### config.mk
export PLATFORM = sky130hd
export DESIGN_NAME = way_fill_writer_flat
export DESIGN_NICKNAME = d
export VERILOG_FILES = /design/src/rtl/way_fill_writer_if.sv /design/src/rtl/way_fill_writer.sv /design/src/flat_wrapper.sv
export SDC_FILE = /design/constraint.sdc
export NUM_CORES = 1
export LEC_CHECK = 0
export ABC_AREA = 1
export CORE_AREA = 2 2 160 162
export DETAILED_ROUTE_END_ITERATION = 8
export DIE_AREA = 0 0 162 164
export REMOVE_ABC_BUFFERS = 1
export SETUP_SLACK_MARGIN = 0.3
export SYNTH_ARGS = -nofsm -noshare
export SYNTH_HDL_FRONTEND = slang
export SYNTH_SLANG_ARGS = --single-unit
### constraint.sdc
create_clock -name i_clk -period 2.8 [get_ports i_clk]
set_input_delay 0.56 -clock i_clk [delete_from_list [all_inputs] [get_ports i_clk]]
set_output_delay 0.56 -clock i_clk [all_outputs]
set_load 0.005 [all_outputs]
### src/rtl/way_fill_writer_if.sv
// Fill-request, victim writeback and way-write signals of way_fill_writer.
// The slave modport is the fill writer; the master modport is the requester/cache side.
interface way_fill_writer_if #(
    parameter int unsigned WAYS       = 4,
    parameter int unsigned INDEX_BITS = 12,
    parameter int unsigned TAG_BITS   = 18,
    parameter int unsigned DATA_BITS  = 32,
    parameter int unsigned ENTRY_BITS = 53
);
    logic                  i_req_valid;
    logic                  o_req_ready;
    logic [INDEX_BITS-1:0] i_index;
    logic [TAG_BITS-1:0]   i_tag;
    logic [DATA_BITS-1:0]  i_data;
    logic                  i_dirty;
    logic [WAYS-1:0]       i_sel;
    logic [ENTRY_BITS-1:0] i_ways [0:WAYS-1];

    logic                  o_wb_valid;
    logic                  i_wb_ready;
    logic [INDEX_BITS-1:0] o_wb_index;
    logic [TAG_BITS-1:0]   o_wb_tag;
    logic [DATA_BITS-1:0]  o_wb_data;

    logic [WAYS-1:0]       o_we;
    logic [INDEX_BITS-1:0] o_windex;
    logic [ENTRY_BITS-1:0] o_wdata;
    logic                  o_done;

    modport master (
        output i_req_valid, i_index, i_tag, i_data, i_dirty, i_sel, i_ways, i_wb_ready,
        input  o_req_ready, o_wb_valid, o_wb_index, o_wb_tag, o_wb_data,
        input  o_we, o_windex, o_wdata, o_done
    );

    modport slave (
        input  i_req_valid, i_index, i_tag, i_data, i_dirty, i_sel, i_ways, i_wb_ready,
        output o_req_ready, o_wb_valid, o_wb_index, o_wb_tag, o_wb_data,
        output o_we, o_windex, o_wdata, o_done
    );
endinterface

### src/rtl/way_fill_writer.sv
// Cache line fill writer: picks a victim way, writes back a dirty victim, then
// writes the new line into the chosen way and pulses done.
module way_fill_writer #(
    parameter int unsigned WAYS            = 4,
    parameter int unsigned LINE_SIZE_BYTES = 4,
    parameter int unsigned LRU_BITS        = 1,
    parameter int unsigned VALID_BITS      = 1,
    parameter int unsigned DIRTY_BITS      = 1,
    parameter int unsigned TAG_BITS        = 18,
    parameter int unsigned INDEX_BITS      = 12
) (
    input logic              i_clk,
    input logic              i_rst_n,
    way_fill_writer_if.slave bus
);
    localparam int unsigned DATA_W    = LINE_SIZE_BYTES * 8;
    localparam int unsigned E         = VALID_BITS + LRU_BITS + DIRTY_BITS + TAG_BITS + DATA_W;
    localparam int unsigned VALID_POS = E - 1;
    localparam int unsigned LRU_POS   = VALID_POS - VALID_BITS;
    localparam int unsigned DIRTY_POS = LRU_POS - LRU_BITS;
    localparam logic [WAYS-1:0] ONE   = WAYS'(1);

    typedef enum logic [1:0] {StIdle, StSelect, StWriteback, StWrite} state_e;

    state_e state_q, state_d;

    logic [INDEX_BITS-1:0] index_q;
    logic [TAG_BITS-1:0]   tag_q, wb_tag_q;
    logic [DATA_W-1:0]     data_q, wb_data_q;
    logic                  dirty_q;
    logic [WAYS-1:0]       sel_q, victim_q, victim_d;

    logic                  sel_onehot, found;
    logic                  vic_valid, vic_dirty;
    logic [TAG_BITS-1:0]   vic_tag;
    logic [DATA_W-1:0]     vic_data;

    // Victim choice: forced one-hot way, else first invalid, else first lru=0, else way 0.
    always_comb begin
        sel_onehot = (sel_q != '0) && ((sel_q & (sel_q - ONE)) == '0);
        victim_d   = '0;
        found      = 1'b0;
        if (sel_onehot) begin
            victim_d = sel_q;
        end else begin
            for (int i = 0; i < WAYS; i++) begin
                if (!found && !bus.i_ways[i][VALID_POS]) begin
                    victim_d[i] = 1'b1;
                    found       = 1'b1;
                end
            end
            for (int i = 0; i < WAYS; i++) begin
                if (!found && !bus.i_ways[i][LRU_POS]) begin
                    victim_d[i] = 1'b1;
                    found       = 1'b1;
                end
            end
            if (!found) begin
                victim_d[0] = 1'b1;
            end
        end
    end

    always_comb begin
        vic_valid = 1'b0;
        vic_dirty = 1'b0;
        vic_tag   = '0;
        vic_data  = '0;
        for (int i = 0; i < WAYS; i++) begin
            if (victim_d[i]) begin
                vic_valid = bus.i_ways[i][VALID_POS];
                vic_dirty = bus.i_ways[i][DIRTY_POS];
                vic_tag   = bus.i_ways[i][DATA_W +: TAG_BITS];
                vic_data  = bus.i_ways[i][DATA_W-1:0];
            end
        end
    end

    always_ff @(posedge i_clk or negedge i_rst_n) begin
        if (!i_rst_n) begin
            state_q <= StIdle;
        end else begin
            state_q <= state_d;
        end
    end

    always_comb begin
        state_d = state_q;
        unique case (state_q)
            StIdle:      if (bus.i_req_valid) state_d = StSelect;
            StSelect:    state_d = (vic_valid && vic_dirty) ? StWriteback : StWrite;
            StWriteback: if (bus.i_wb_ready) state_d = StWrite;
            StWrite:     state_d = StIdle;
            default:     state_d = StIdle;
        endcase
    end

    always_ff @(posedge i_clk or negedge i_rst_n) begin
        if (!i_rst_n) begin
            index_q   <= '0;
            tag_q     <= '0;
            data_q    <= '0;
            dirty_q   <= 1'b0;
            sel_q     <= '0;
            victim_q  <= '0;
            wb_tag_q  <= '0;
            wb_data_q <= '0;
        end else if (state_q == StIdle && bus.i_req_valid) begin
            index_q <= bus.i_index;
            tag_q   <= bus.i_tag;
            data_q  <= bus.i_data;
            dirty_q <= bus.i_dirty;
            sel_q   <= bus.i_sel;
        end else if (state_q == StSelect) begin
            victim_q  <= victim_d;
            wb_tag_q  <= vic_tag;
            wb_data_q <= vic_data;
        end
    end

    always_comb begin
        bus.o_req_ready = (state_q == StIdle);
        bus.o_wb_valid  = (state_q == StWriteback);
        bus.o_wb_index  = index_q;
        bus.o_wb_tag    = wb_tag_q;
        bus.o_wb_data   = wb_data_q;
        bus.o_windex    = index_q;
        bus.o_we        = '0;
        bus.o_wdata     = '0;
        bus.o_done      = 1'b0;
        if (state_q == StWrite) begin
            bus.o_we    = victim_q;
            bus.o_wdata = {1'b1, 1'b1, dirty_q, tag_q, data_q};
            bus.o_done  = 1'b1;
        end
    end
endmodule

### src/flat_wrapper.sv
// flat-port wrapper written by rule: the top's interface ports become plain ports
module way_fill_writer_flat 
#(
    parameter int unsigned WAYS            = 4,
    parameter int unsigned LINE_SIZE_BYTES = 4,
    parameter int unsigned LRU_BITS        = 1,
    parameter int unsigned VALID_BITS      = 1,
    parameter int unsigned DIRTY_BITS      = 1,
    parameter int unsigned TAG_BITS        = 18,
    parameter int unsigned INDEX_BITS      = 12
)
  (i_clk, i_rst_n, bus_i_req_valid, bus_i_index, bus_i_tag, bus_i_data, bus_i_dirty, bus_i_sel, bus_i_ways, bus_i_wb_ready, bus_o_req_ready, bus_o_wb_valid, bus_o_wb_index, bus_o_wb_tag, bus_o_wb_data, bus_o_we, bus_o_windex, bus_o_wdata, bus_o_done);
  way_fill_writer_if #(.WAYS(WAYS), .INDEX_BITS(INDEX_BITS), .TAG_BITS(TAG_BITS), .DATA_BITS(32), .ENTRY_BITS(53)) bus_i ();
  input logic i_clk;
  input logic i_rst_n;
  input wire logic [$bits(bus_i.i_req_valid)-1:0] bus_i_req_valid;
  input wire logic [$bits(bus_i.i_index)-1:0] bus_i_index;
  input wire logic [$bits(bus_i.i_tag)-1:0] bus_i_tag;
  input wire logic [$bits(bus_i.i_data)-1:0] bus_i_data;
  input wire logic [$bits(bus_i.i_dirty)-1:0] bus_i_dirty;
  input wire logic [$bits(bus_i.i_sel)-1:0] bus_i_sel;
  input wire logic [$bits(bus_i.i_ways)-1:0] bus_i_ways;
  input wire logic [$bits(bus_i.i_wb_ready)-1:0] bus_i_wb_ready;
  output wire logic [$bits(bus_i.o_req_ready)-1:0] bus_o_req_ready;
  output wire logic [$bits(bus_i.o_wb_valid)-1:0] bus_o_wb_valid;
  output wire logic [$bits(bus_i.o_wb_index)-1:0] bus_o_wb_index;
  output wire logic [$bits(bus_i.o_wb_tag)-1:0] bus_o_wb_tag;
  output wire logic [$bits(bus_i.o_wb_data)-1:0] bus_o_wb_data;
  output wire logic [$bits(bus_i.o_we)-1:0] bus_o_we;
  output wire logic [$bits(bus_i.o_windex)-1:0] bus_o_windex;
  output wire logic [$bits(bus_i.o_wdata)-1:0] bus_o_wdata;
  output wire logic [$bits(bus_i.o_done)-1:0] bus_o_done;
  assign bus_i.i_req_valid = bus_i_req_valid;
  assign bus_i.i_index = bus_i_index;
  assign bus_i.i_tag = bus_i_tag;
  assign bus_i.i_data = bus_i_data;
  assign bus_i.i_dirty = bus_i_dirty;
  assign bus_i.i_sel = bus_i_sel;
  assign bus_i.i_ways = {>>{bus_i_ways}};
  assign bus_i.i_wb_ready = bus_i_wb_ready;
  assign bus_o_req_ready = bus_i.o_req_ready;
  assign bus_o_wb_valid = bus_i.o_wb_valid;
  assign bus_o_wb_index = bus_i.o_wb_index;
  assign bus_o_wb_tag = bus_i.o_wb_tag;
  assign bus_o_wb_data = bus_i.o_wb_data;
  assign bus_o_we = bus_i.o_we;
  assign bus_o_windex = bus_i.o_windex;
  assign bus_o_wdata = bus_i.o_wdata;
  assign bus_o_done = bus_i.o_done;
  way_fill_writer #(.WAYS(WAYS), .LINE_SIZE_BYTES(LINE_SIZE_BYTES), .LRU_BITS(LRU_BITS), .VALID_BITS(VALID_BITS), .DIRTY_BITS(DIRTY_BITS), .TAG_BITS(TAG_BITS), .INDEX_BITS(INDEX_BITS)) u_core (.i_clk(i_clk), .i_rst_n(i_rst_n), .bus(bus_i));
endmodule
Word-level counts from Yosys, hierarchy flattened

Index checks and enable logic that the tools add are counted.

$add $sub $neg: 1
Multipliers: 0
Div/mod/pow operators: 0
Order comparisons: 0
Eq/ne operators: 5
Shift-type cells: 0
Multiplexer cells: 48
Bitwise operators: 2
Reductions and logical operators: 29

Operator list:

| cell                                                                  | number |
|---|---|
| 32-bit 2-to-1 mux                                                     | 4 |
| 18-bit 2-to-1 mux                                                     | 4 |
| 53-bit 2-to-1 mux                                                     | 1 |
| 1-bit 2-to-1 mux                                                      | 34 |
| 1-bit logical NOT                                                     | 14 |
| 1-bit logical AND                                                     | 10 |
| 4-bit 2-to-1 mux                                                      | 2 |
| 2-bit case mux with 4 select lines                                    | 1 |
| 4-bit bitwise AND                                                     | 1 |
| 2-bit equality test, second input constant                            | 2 |
| 4-bit logical NOT                                                     | 1 |
| 2-bit 2-to-1 mux                                                      | 2 |
| 2-bit inequality test, second input constant                          | 2 |
| 2-bit AND reduction                                                   | 2 |
| 4-bit nonzero test                                                    | 1 |
| 4-bit by 1-bit subtractor with 4-bit output, second input constant    | 1 |
| 2-bit by 1-bit equality test with 1-bit output, second input constant | 1 |
| 2-bit logical NOT                                                     | 1 |
| 1-bit inverter                                                        | 1 |

Bits in registers: 123
Latch bits: 0
Memory bits (writable): 0
ROM bits: 0
Input port bits: 283
Output and inout port bits: 134
Word-level logic and storage cells: 94
Memories kept: 0

Depth between registers and ports, before layout

Gate-level depths: netlist of run 1.

Depth after elaboration: 42
Mapped depth: 13

Worst setup path after synthesis of run 1

No wires, ideal clock.

Kind: register -> output
Start: register u_core.state_q[0]
End: output bus_o_wdata[10]
Arrival: 1.297 ns
Data required time: 2.240 ns
Setup slack: 0.943 ns
Stages on the path, launching flop included: 6
Path through: dfrtp_1 -> ha_1 -> clkbuf_1 -> buf_1 -> nand2_1 -> inv_1

Cells in the longest elaborated chain, start to end: 2

Ends and longest elaborated chain:

| what                   | line                   | source |
|---|---|---|
| from (decl)            | way_fill_writer.sv:25  | `state_e state_q, state_d;` |
| from (signal assigned) | way_fill_writer.sv:81  | `state_q <= StIdle;` |
| from (signal assigned) | way_fill_writer.sv:83  | `state_q <= state_d;` |
| 2-bit equality test    | way_fill_writer.sv:131 | `if (state_q == StWrite) begin` |
| 53-bit 2-to-1 mux      | way_fill_writer.sv:131 |  |
| to (decl)              | flat_wrapper.sv:31     | `output wire logic [$bits(bus_i.o_wdata)-1:0] bus_o_wdata;` |

No other way between the ends.

Worst setup path in the final report of run 1

Start: register u_core.state_q[0]
End: output bus_o_wdata[40]

The elaborated chain is that of the path after synthesis.

==> flow_metrics.tcl, run 1 <==
set metrics [dict create \
    rsz0062_at_grt "true" \
    numCtsBuffers 17 \
    grt_pass1_vias 7011 \
    ir_drop_v 0.0004110 \
    dpl.hpwl_um 20080 \
    hold_buffers 0 \
    wl_um 26690 \
    synth_area_leader_cell "dfrtp_1" \
    path_max_fanout 16 \
    p_per_area_nw_per_um2 970.0 \
    relSlewSlack_pct 63.28 \
    grt-ovfl-total 0 \
    hold_ws_ps 113.9 \
    synth_edf_count 0 \
    numClockSinks 123 \
    htreeDepth 4 \
    ys_types 27 \
    synthFlopType "dfrtp_1" \
    hold_path.class "in -> async" \
    clkTransAtPathRegs_ps 60 \
    drtIter0Drc 298 \
    grt_pass1_wl_um 39200 \
    syn_area_um2 7263 \
    fin_tns_setup_ps 0 \
    critPathRequiredTime_ps 2240 \
    drive_gt1_share_pct 10.83 \
    start_kind "flip-flop" \
    fin_ws_ps 326.1 \
    initial_utilization_pct 29.26 \
    firstDrtPassIters 5 \
    io_buffers 416 \
    synth_cells 960 \
    ys_ff_latch 123 \
    worst_slew_pin_slew_ps 550.8 \
    antenna_found_initial 1 \
    grt_start_max_net_pins 108 \
    outcome "complete, no violations" \
    fin_nets 1640 \
    finalHoldViolCount 0 \
    p_leak_nw 6.092 \
    ys_top_cells_by_area "dfrtp_1, nand2_1, mux2_2" \
    drv_slew 0 \
    power_mw 12.01 \
    synth_top_area_share_pct 42.38 \
    cp.arrival_ps 1910 \
    fmax_ghz 0.4042 \
    cap_violations 0 \
    ys_seq_area_share_pct 42.38 \
    post-place-ws_ps 208.1 \
    die-area_um2 26570 \
    placedCellCount 1660 \
    yosys_warnings 0 \
    row_count 58 \
    antenna_left 0 \
    vias 7368 \
    cts_tree "yes" \
    skew_ps 9.400 \
    endpoint_kind "output port" \
    drt-vias-per-instance 4.342 \
    clk_latency_ps 410 \
    synthToLayoutAreaGrowth_pct 70.44 \
    num_io_pins 417 \
    coreArea_um2 24820 \
    clock_path_buffers 2 \
    min_period_ps 2474 \
    wire_per_inst_um 15.73 \
    finalNonFillerCells 1697 \
    finalSetupViolCount 0 \
    die_h_um 164 \
    syn_avg_cell_area_um2 7.566 \
    fin_crit_sh_pct 88.35 \
    synth_most_common_cell "nand2_1" \
    gp_congestion 0.8386 \
    synth_common_cells "nand2_1, dfrtp_1, inv_1, nor2_1, mux2_2" \
    criticalPathCategory "reg -> out" \
    drc 0 \
    dieWidth_um 162 \
    track_usage_pct 19.36 \
    async_flop_share_pct 100.0 \
    root_buffer "clkbuf_16" \
]
stage by stage:
stage,util (%),instance area [µm²]
final,49.88,12380
after global routing,49.87,12380
after CTS,49.74,12340
after detailed placement,47.22,11720
after global placement,47.22,11720
after floorplan,-,6880
critical path, stage by stage, from the launching register on:
cell and delay (ps):
dfrtp_2 410, ha_4 230, buf_12 170, nand2_1 60, inv_1 90, clkdlybuf4s50_1 530
flip-flops by register name, indices dropped and copies added (netlist names):
name / flops
u_core.bus.o_wb_data: 32
u_core.data_q: 32
u_core.bus.o_wb_tag: 18
u_core.tag_q: 18
u_core.bus.o_wb_index: 12
u_core.sel_q: 4
u_core.victim_q: 4
u_core.state_q: 2
u_core.dirty_q: 1
area by class of cell:
cell class,instances,area (µm²)
Clock buffer,18,429.2
Inverter,125,470.5
Clock inverter,14,163.9
Antenna cell,1,2.502
Tap cell,330,412.9
Timing Repair Buffer,438,4464
Multi-Input combinational cell,648,3356
Sequential cell,123,3080
Fill cell,2476,12440
path summary, 6_finish.rpt:
check,end,start,slack [ps],cells after the start
worst max-delay path,bus_o_wdata[40],u_core.state_q[0]$_DFFE_PN0P_,330,5
worst min-delay path,u_core.data_q[5]$_DFFE_PN0P_,i_rst_n,110,1
worst max register to register,u_core.bus.o_wb_tag[16]$_DFFE_PN0P_,u_core.sel_q[1]$_DFFE_PN0P_,860,12
worst min register to register,u_core.victim_q[3]$_DFFE_PN0P_,u_core.victim_q[3]$_DFFE_PN0P_,480,2
max in group asynchronous,u_core.data_q[27]$_DFFE_PN0P_,i_rst_n,1940,2
min in group i_clk,u_core.victim_q[3]$_DFFE_PN0P_,u_core.victim_q[3]$_DFFE_PN0P_,480,2
kinds of logic (layout without fill, tap and decap cells):
logic type,Yosys count,count (layout),synth area share (%)
compound gates,63,63,6.426
fa+ha+maj,4,4,0.6891
buf+inv,189,595,11.73
flops,123,123,42.38
mux,63,63,9.767
other cells,0,1,0
simple gates,518,518,29.01
power by group:
part	internal (mW)	total [mW]	switching (mW)
sequential	2.69	3.21	0.518
clock	1.34	2.24	0.907
combinational	3.50	6.55	3.06
repair_timing:
item,in CTS,in global routing
buffers inserted,2,1
pin swaps,1,0
cloned,0,1
resized for setup,4,0
endpoints found under the setup margin,49,23
placed cells by master (no fill, tap or decap), types with 2 or more instances in the layout:
cell and n:
inv_2 4, nor2_1 113, clkbuf_16 18, nand3_1 49, nand2_1 331, nand4_1 3, mux2_2 63, clkinv_4 4
nor2_2 2, buf_12 9, bufinv_16 2, dfrtp_1 121, clkinvlp_4 2, clkinv_2 2, inv_6 3, buf_6 2
buf_4 11, ha_1 2, nand3_2 10, nand2_2 6, o21bai_1 49, inv_1 120, clkdlybuf4s50_1 415, inv_8 2
nand3b_1 2, a21oi_1 5, o21ai_0 5, dfrtp_2 2
metal layers:
metal / part of all wire, % / track usage, % / routed length (µm) / vias up
met5: 0.045 / 0 / 12 / -
met4: 2.1 / 6.476 / 552 / 2
met3: 7.9 / 5.253 / 2105 / 30
met2: 49 / 33.75 / 13140 / 319
met1: 41 / 23.11 / 10870 / 3308
li1: - / - / - / 3709
Power figures use the tool's default switching activity.
==> run 2: changes to the inputs <==
Settings changed: ABC_AREA 1 to not set, CTS_CLUSTER_SIZE set to 16.
==> flow_metrics.tcl, run 2 <==
set metrics [dict create \
    outcome "complete, no violations" \
    n_antenna_cell 0 \
    grt-ovfl-total 0 \
    wl_um 26520 \
    drv_slew 0 \
    power.internal_mw 7.687 \
    placedCellCount 1367 \
    syn_area_um2 6899 \
    synth_cells 691 \
    criticalPathCategory "reg -> out" \
    fin_nets 1348 \
    grt_pass1_wl_um 38720 \
    row_count 58 \
    endpoint_kind "output port" \
    reg2reg_slack_ps 420 \
    hold_buffers 0 \
    cap_violations 0 \
    p_leak_nw 4.662 \
    ys_top_cells_by_area "dfrtp_1, mux2_2, a221oi_1" \
    clock_power_share_pct 17.8 \
    dpl.hpwl_um 18460 \
    drtIter0Drc 329 \
    comb_power_share_pct 56.0 \
    start_kind "flip-flop" \
    layout_commonest_cell "clkdlybuf4s50_1" \
    seqPwrFrac_pct 26.3 \
    num_io_pins 417 \
    crit_family "buffers and inverters" \
    fillers 2363 \
    initial_utilization_pct 27.80 \
    synth_top_area_share_pct 44.61 \
    cp_num_buf_inv 3 \
    antenna_left 0 \
    ys_ff_latch 123 \
    grt_start_max_net_pins 103 \
    track_usage_pct 18.86 \
    fin_ws_ps 374.7 \
    root_buffer "clkbuf_16" \
    fmax_ghz 0.4123 \
    skew_ps 14.31 \
    cpPeakStageDelay_ps 550 \
    yosys_warnings 0 \
    drc 0 \
    p_sw_mw 4.489 \
    slowest_stage "clkdlybuf4s50_1" \
    io_buffers 416 \
    path_max_fanout 4 \
    synthToLayoutAreaGrowth_pct 73.56 \
    min_period_ps 2425 \
    vias 6759 \
    cp.arrival_ps 1870 \
    finalNonFillerCells 1404 \
    finalSetupViolCount 0 \
    post-place-ws_ps 326.5 \
    async_flop_share_pct 100.0 \
    ys_types 34 \
    numCtsBuffers 17 \
    dieWidth_um 162 \
    drive_gt1_share_pct 12.29 \
    cts_tree "yes" \
    antenna_found_initial 0 \
    swShare_pct 36.86 \
    numClockSinks 123 \
    hold_ws_ps 100.7 \
    drt-vias-per-instance 4.814 \
    grt_pass1_vias 6724 \
    clock_path_buffers 2 \
    coreArea_um2 24820 \
    wire_per_inst_um 18.89 \
    synth_edf_count 0 \
    clkTransAtPathRegs_ps 60 \
    die_h_um 164 \
    rsz0062_at_grt "true" \
    gp_congestion 0.7887 \
    synth_area_leader_cell "dfrtp_1" \
    crit_path_cell_trace "buf_4 > inv_1 > ha_2 > clkdlybuf4s50_1" \
    hold_path.class "in -> async" \
    layout_common_cells "clkdlybuf4s50_1, dfrtp_1, mux2_2" \
    ys_seq_area_share_pct 44.61 \
    fin_tns_setup_ps 0 \
    syn_avg_cell_area_um2 9.984 \
    htreeDepth 4 \
    synthFlopType "dfrtp_1" \
    relSlewSlack_pct 57.31 \
    clk_latency_ps 410 \
    ir_drop_v 0.0004856 \
    finalHoldViolCount 0 \
    worst_slew_pin_slew_ps 640.4 \
    fin_crit_sh_pct 86.62 \
    critPathRequiredTime_ps 2240 \
    synth_most_common_cell "dfrtp_1" \
    firstDrtPassIters 6 \
    synth_common_cells "dfrtp_1, mux2_2, and2_1, inv_1, nand2_1" \
    die-area_um2 26570 \
    p_per_area_nw_per_um2 1017 \
    power_mw 12.18 \
]
-- run 2: logic make-up (layout without fill, tap and decap cells) --
group / after synthesis / in the layout / share of synthesized area, %
compound gates: 223 / 223 / 24.10
xor+xnor: 1 / 1 / 0.1270
fa+ha+maj: 4 / 4 / 0.7255
buf+inv: 138 / 521 / 9.013
flops: 123 / 123 / 44.61
mux: 71 / 71 / 11.55
simple gates: 131 / 131 / 9.866
-- run 2: worst paths after layout --
check,startpoint,end,cells after the start
worst max-delay path,u_core.state_q[1]$_DFFE_PN0P_,bus_o_req_ready,4
worst min-delay path,i_rst_n,u_core.bus.o_wb_tag[12]$_DFFE_PN0P_,1
worst max register to register,u_core.sel_q[3]$_DFFE_PN0P_,u_core.bus.o_wb_tag[8]$_DFFE_PN0P_,6
worst min register to register,u_core.data_q[16]$_DFFE_PN0P_,u_core.data_q[16]$_DFFE_PN0P_,1
max in group asynchronous,i_rst_n,u_core.bus.o_wb_data[23]$_DFFE_PN0P_,2
min in group i_clk,u_core.data_q[16]$_DFFE_PN0P_,u_core.data_q[16]$_DFFE_PN0P_,1
-- run 2: timing repair --
item                       in CTS  in global routing
setup endpoints to repair      55                 78
gates resized for setup         3                  8
pin swaps                       0                  1
setup buffers                   2                  1
cloned                          1                  1
hold endpoints to repair        0                  0
-- run 2: power groups by stage --
stage / Clock (mW) / Combinational [mW] / Sequential, mW
5_1_grt: 2.32 / 7.41 / 3.32
2_1_floorplan: 0 / 3.33 / 3.15
4_1_cts: 2.24 / 6.81 / 3.20
6_report: 2.16 / 6.81 / 3.20
3_3_place_gp: 0 / 6.61 / 3.19
3_5_place_dp: 0 / 6.67 / 3.24
-- run 2: area by class of cell --
cell class	count	area [µm²]	share of cell area, %
repair buffers	433	4441	37.08
multi-input cells	430	3264	27.26
flip-flops and latches	123	3082	25.74
clock buffers	18	429.2	3.584
well taps	330	412.9	3.448
inverters	56	210.2	1.755
clock inverters	14	135.1	1.129
-- run 2: per-layer routing --
| metal | vias up | wire length (µm) | GRT usage (%) |
|---|---|---|---|
| li1 | 3250 | - | - |
| met2 | 306 | 13050 | 32.77 |
| met3 | 25 | 2115 | 5.354 |
| met5 | - | 0 | 0 |
| met1 | 3178 | 10870 | 22.62 |
| met4 | 0 | 481 | 5.873 |
-- run 2: metrics by stage --
stage | utilization [%] | area (µm²)
after floorplan | - | 6487
after global placement | 45.60 | 11320
after detailed placement | 45.60 | 11320
after CTS | 48.12 | 11940
after global routing | 48.25 | 11970
final | 48.25 | 11970
